### config.mk
export PLATFORM = sky130hd
export DESIGN_NAME = shl8_arb
export DESIGN_NICKNAME = d
export VERILOG_FILES = /design/src/rtl/shl8_arb.sv
export SDC_FILE = /design/constraint.sdc
export NUM_CORES = 1
export LEC_CHECK = 0
export ABC_CLOCK_PERIOD_IN_PS = 2050
export CAP_MARGIN = 20
export CORE_UTILIZATION = 43
export CTS_CLUSTER_DIAMETER = 30
export CTS_CLUSTER_SIZE = 14
export DETAILED_ROUTE_END_ITERATION = 7
export HOLD_SLACK_MARGIN = 0.1
export PLACE_DENSITY_LB_ADDON = 0.05
export SETUP_SLACK_MARGIN = 0.2
export SYNTH_ARGS = -nofsm -noshare
export SYNTH_HDL_FRONTEND = slang
export SYNTH_SLANG_ARGS = --single-unit
export TNS_END_PERCENT = 50
### constraint.sdc
create_clock -name clk -period 2.05 [get_ports clk]
set_clock_uncertainty 0.1 [all_clocks]
set_input_delay 0.5125 -clock clk [delete_from_list [all_inputs] [get_ports clk]]
set_output_delay 0.5125 -clock clk [all_outputs]
set_load 0.005 [all_outputs]
### src/rtl/shl8_arb.sv
`default_nettype none
// ============================================================================
// Module      : shl8_arb
// Description : Two-port round-robin arbiter that shares one 8-bit left
//               shifter and holds a single registered result for its owner.
// Revision    : 1.0 - initial release
// ============================================================================
module shl8_arb (
    input  logic       clk,
    input  logic       rst_n,
    input  logic       req0_valid,
    input  logic [7:0] req0_a,
    input  logic [2:0] req0_shift,
    output logic       req0_ready,
    input  logic       req1_valid,
    input  logic [7:0] req1_a,
    input  logic [2:0] req1_shift,
    output logic       req1_ready,
    output logic [1:0] rsp_valid,
    output logic [7:0] rsp_res,
    output logic       rsp_carry,
    input  logic [1:0] rsp_ready,
    output logic       busy
);

    localparam logic [0:0] c_IDLE = 1'b0;
    localparam logic [0:0] c_HOLD = 1'b1;

    logic [0:0] r_state;
    logic [0:0] w_state_nxt;
    logic       r_owner;
    logic       r_last;
    logic [7:0] r_res;
    logic       r_carry;

    logic       w_free;
    logic       w_grant0;
    logic       w_grant1;
    logic       w_acc0;
    logic       w_acc1;
    logic       w_acc;
    logic [7:0] w_op_a;
    logic [2:0] w_op_s;
    logic [8:0] w_shifted;

    // Slot can take a new result when empty or when its owner drains it now.
    assign w_free   = (r_state == c_IDLE) | rsp_ready[r_owner];

    assign w_grant0 = req0_valid & (~req1_valid | r_last);
    assign w_grant1 = req1_valid & (~req0_valid | ~r_last);

    assign req0_ready = rst_n & w_grant0 & w_free;
    assign req1_ready = rst_n & w_grant1 & w_free;

    assign w_acc0 = req0_valid & req0_ready;
    assign w_acc1 = req1_valid & req1_ready;
    assign w_acc  = w_acc0 | w_acc1;

    assign w_op_a = w_acc1 ? req1_a     : req0_a;
    assign w_op_s = w_acc1 ? req1_shift : req0_shift;

    // Bit 8 of the widened shift is exactly the last bit shifted out (0 for s=0).
    assign w_shifted = {1'b0, w_op_a} << w_op_s;

    always_comb begin
        w_state_nxt = r_state;
        if (w_acc) begin
            w_state_nxt = c_HOLD;
        end else if ((r_state == c_HOLD) && rsp_ready[r_owner]) begin
            w_state_nxt = c_IDLE;
        end
    end

    always_ff @(posedge clk or negedge rst_n) begin
        if (!rst_n) begin
            r_state <= c_IDLE;
        end else begin
            r_state <= w_state_nxt;
        end
    end

    always_ff @(posedge clk or negedge rst_n) begin
        if (!rst_n) begin
            r_owner <= 1'b0;
            r_last  <= 1'b1;
            r_res   <= 8'h00;
            r_carry <= 1'b0;
        end else if (w_acc) begin
            r_owner <= w_acc1;
            r_last  <= w_acc1;
            r_res   <= w_shifted[7:0];
            r_carry <= w_shifted[8];
        end
    end

    assign rsp_valid = {(r_state == c_HOLD) &  r_owner,
                        (r_state == c_HOLD) & ~r_owner};
    assign rsp_res   = r_res;
    assign rsp_carry = r_carry;
    assign busy      = |rsp_valid;

endmodule
`default_nettype wire

* Word level (Yosys, flattened, before mapping)
Cells that the tools add are included.
** Cells by class
- Shift operators :: 1
- Mux-type cells :: 6
- Order comparisons :: 1
- Bitwise logic cells :: 19
- Reduce and logical (&&, ||, !) cells :: 3
** Operators with widths (number)
- $and 1x1->1 :: 10
- $shl 8x3->9 :: 1
- $mux 8 :: 1
- $not 1->1 :: 5
- $mux 1 :: 4
- $or 1x1->1 :: 4
- $mux 3 :: 1
- $lt 1x2->1 const B :: 1
- $reduce_bool 2->1 :: 1
- $reduce_or 2->1 :: 1
- $logic_and 1x1->1 :: 1
** Word-level totals
- Word-level logic and storage cells :: 35
- Bits of input ports :: 28
- Register bits :: 12
- Output and inout port bits :: 14

* Longest topological paths before layout
- Depth after elaboration :: 8
- Gate-level depth with buffers :: 6
- Mapped depth without buffers :: 5

* Worst setup path before layout
OpenSTA, ideal clock, no wires.
- Kind :: input -> output
- Start point :: input req1_valid
- End point :: output req1_ready
- Required time :: 1437 ps
- Path slack :: 203 ps
- Stages :: 3
- Arrival time :: 1235 ps
- Buffers on the path :: 1
- Path through :: a21bo_2 > a211oi_4 > buf_6
** Between the ends
- Cells in the longest elaborated chain, start to end :: 3
** RTL lines
- start: declaration :: line 15 : input logic req1_valid,
- $and 1x1->1 :: line 50 : assign w_grant1 = req1_valid & (~req0_valid | ~r_last);
- $and 1x1->1 (2 in series) :: line 53 : assign req1_ready = rst_n & w_grant1 & w_free;
- end: declaration :: line 18 : output logic req1_ready,
No other way between the ends.

* Worst setup path after layout
- Start point :: register r_owner
- End point :: output req1_ready
** Between the ends
- Cells in the longest elaborated chain, start to end :: 4
** RTL lines
- start: declaration :: line 31 : logic r_owner;
- start signal: assignment :: line 89 : r_owner <= w_acc1;
- $mux 1 (implied by the code) (2 in series) :: line 47 : assign w_free = (r_state == c_IDLE) | rsp_ready[r_owner];
- $or 1x1->1 :: line 47
- $and 1x1->1 :: line 53
No other way between the ends. The select of a mux whose other input is x is not followed.

==> results.md <==
- Dominant delay contributor by cell family on the critical path: flip-flops
- Slowest stage cell, crit path: dfrtp_1
- MaxCap Viol Count: 0
- FFs w/ async S/R, synth: 100%
- CTS tree: built
- WP data arrival: 1.50 ns
- DRT antenna net count: 0
- Fin. Hold Viols: 0
- CP Max Fanout: 3
- Clk network pwr share: 14.1%
- Comb power frac: 56.7%
- Net Count, Synth: 145
- Total power: 1.42 mW
- Most frequent cells in the layout: 32 x buf_4, 28 x clkdlybuf4s50_1, 18 x nand2_1, 12 x mux2i_1, 10 x dfrtp_1
- Post-synth EDFFs: 0
- P_int: 0.909 mW
- Die height: 51.9 µm
- # fillers: 128
- Max VDD drop: 0.000519 V
- Sink Count: 12
- I/O Pins: 42
- Multi-input logic area: 795 µm²
- Net Sw Frac: 35.8%
- Failing checks: setup timing
- Sw Pwr: 0.507 mW
- Die width: 51.9 µm
- Rows: 17
- Final worst-path cycle share: 103%
- Syn_area_per_cell: 9.14 µm²
- Leak Pwr: 0.877 nW
- Clock latency on the worst-skew pair: 0.28 ns
- Final WL: 3880 µm
- PnR worst setup slack: -0.0597 ns
- WL/cell: 17.4 µm
- Post-synthesis sequential area ratio: 28.2%
- Pin count of the biggest net entering global routing: 13
- H-tree levels: 1
- Total GRT Usage: 26.9%
- Top_reg_cell synth: dfrtp_1
- DR iter-0 viols: 23
- Initial antenna violation count: 0
- Mapped Cells: 117
- Final setup fails: 2
- Detailed Place HPWL: 2460 µm
- Initial Util: 47.0%
- Final Max Slew Viols: 0
- Via count: 1286
- WS Path Type: reg2out
- Max-Slew Margin vs Limit: 81.3%
- Congestion Overflow GR: 0
- Drt drc: 0
- Drt pass-1 iters: 4
- Synth-to-Final Area Change: 80.7%
- First-pass GRT wire length: 5260 µm
- # port buffers: 41
- CTS Buf Count: 3
- Max Fclk: 0.474 GHz
- Syn Std Cell Area: 1070 µm²
- Worst setup EP type: output port
- Register Area: 303 µm²
- Clk buf depth: 2
- WP buf/inv: 2
- Post-synthesis cell type count: 41
- RSZ-0062 raised after global routing: true
- Worst slack, placed: -0.559 ns
- Part of the power in registers: 29.1%
- Ant diodes: 0
- RD Place Congestion: 0.900
- Worst-path clk slew: 0.08 ns
- Most common cell after layout, fill and taps aside: buf_4
- Die area: 2690 µm²
- Setup TNS Final: -0.0788 ns
- Synth Register Bits: 12
- Worst path cell trace: mux2i_4, buf_6, a211oi_4, buf_2
- Vias per cell: 5.77
- Fin crit period: 2.11 ns
- Status: finished, violations left
- Share of layout cells above drive strength 1: 40.5%
- Cts hold-fix bufs: 0
- Critical path data required time: 1.44 ns
- Synth warn: 0
- Post-Route Utilization: 84.9%
- CTS root buffer: clkbuf_4
- Slowest stage delay, CP: 0.44 ns
- HP Class: in2async
- Tightest Pin Transition: 0.281 ns
- CP Launch Type: register
- Final #Nets: 224
- Vias in the first global route: 1181
- Core area: 2280 µm²
- Power Density: 732 nW/µm²
## flip-flops by register name (all words and copies together), names as in the netlist
name	cells
r_last	1
r_owner	1
r_state	1
rsp_carry	1
rsp_res	8
## layer usage
layer	vias to the layer above	wire length (µm)	GRT usage (%)
met3	17	147	3.22
met4	0	140	13.5
li1	596	-	-
met2	49	1980	48.5
met1	624	1610	30.6
met5	-	0	0
## area by class of cell
cell class | instances | area share, %
clock buffers | 4 | 1.88
inverters | 7 | 1.36
multi-input cells | 92 | 41.1
flip-flops and latches | 12 | 15.7
well taps | 28 | 1.81
repair buffers | 80 | 38.2
## cells by family after synthesis
family                 count (synthesis)  share of synthesized area [%]
DFF                                   12                           28.2
muxes                                 20                           20.8
and+or+nand+nor                       34                           15.1
AOI/OAI and AO/OA                     38                           28.2
buffers and inverters                 13                           7.72
## Yosys cell counts, drive strengths merged (2+ instances only)
cell	number	area share (%)
a211oi	5	4.7
a21o	2	1.5
a21oi	7	3.6
a221o	2	1.9
a32o	4	3.7
and2	2	1.4
buf	4	3.6
clkbuf	2	1.6
dfrtp	11	26
inv	7	2.5
mux2	5	5.3
mux2i	14	13
nand2	19	6.9
nand3	5	2.3
nor2	2	0.70
nor2b	2	1.2
o211ai	2	1.4
o21ai	7	3.6
## through the flow
stage | std cells | hold slack [ns] | cell area (µm²)
floorplan | 117 | 0.117 | 1070
global placement | 212 | 0.367 | 1710
detailed placement | 212 | 0.376 | 1710
CTS | 222 | 0.235 | 1860
global route | 223 | 0.225 | 1930
finish | 223 | 0.217 | 1930
## power groups by stage
stage	Sequential [mW]	Combinational [mW]	Clock [mW]
finish	0.412	0.803	0.200
global route	0.419	0.848	0.214
CTS	0.402	0.726	0.188
detailed placement	0.402	0.673	0
global placement	0.396	0.660	0
floorplan	0.396	0.290	0
## final timing paths
| path | from | end | slack, ns | cells past startpoint |
|---|---|---|---|---|
| max | r_owner$_DFFE_PN0P_ | req1_ready | -0.06 | 4 |
| min | rst_n | rsp_res[1]$_DFFE_PN0P_ | 0.22 | 2 |
| max reg2reg | r_owner$_DFFE_PN0P_ | rsp_res[3]$_DFFE_PN0P_ | 0 | 8 |
| min reg2reg | rsp_res[1]$_DFFE_PN0P_ | rsp_res[1]$_DFFE_PN0P_ | 0.41 | 1 |
| max in group asynchronous | rst_n | r_last$_DFFE_PN1P_ | 1.41 | 2 |
| min in group clk | rsp_res[1]$_DFFE_PN0P_ | rsp_res[1]$_DFFE_PN0P_ | 0.41 | 1 |
## worst reg2reg max path, delay by kind of cell, from the launching register on
family,cells,cell delay (ns)
buffers and inverters,4,0.56
AO/OA/AOI/OAI,2,0.42
multiplexers,2,0.48
flip-flops,1,0.44
## what timing repair did
| action | CTS | global route |
|---|---|---|
| setup endpoints to repair | 14 | 14 |
| gates resized for setup | 37 | 17 |
| buffers inserted | 6 | 1 |
| pin swaps | 7 | 9 |
No activity file was read; power rests on OpenSTA's default activity.
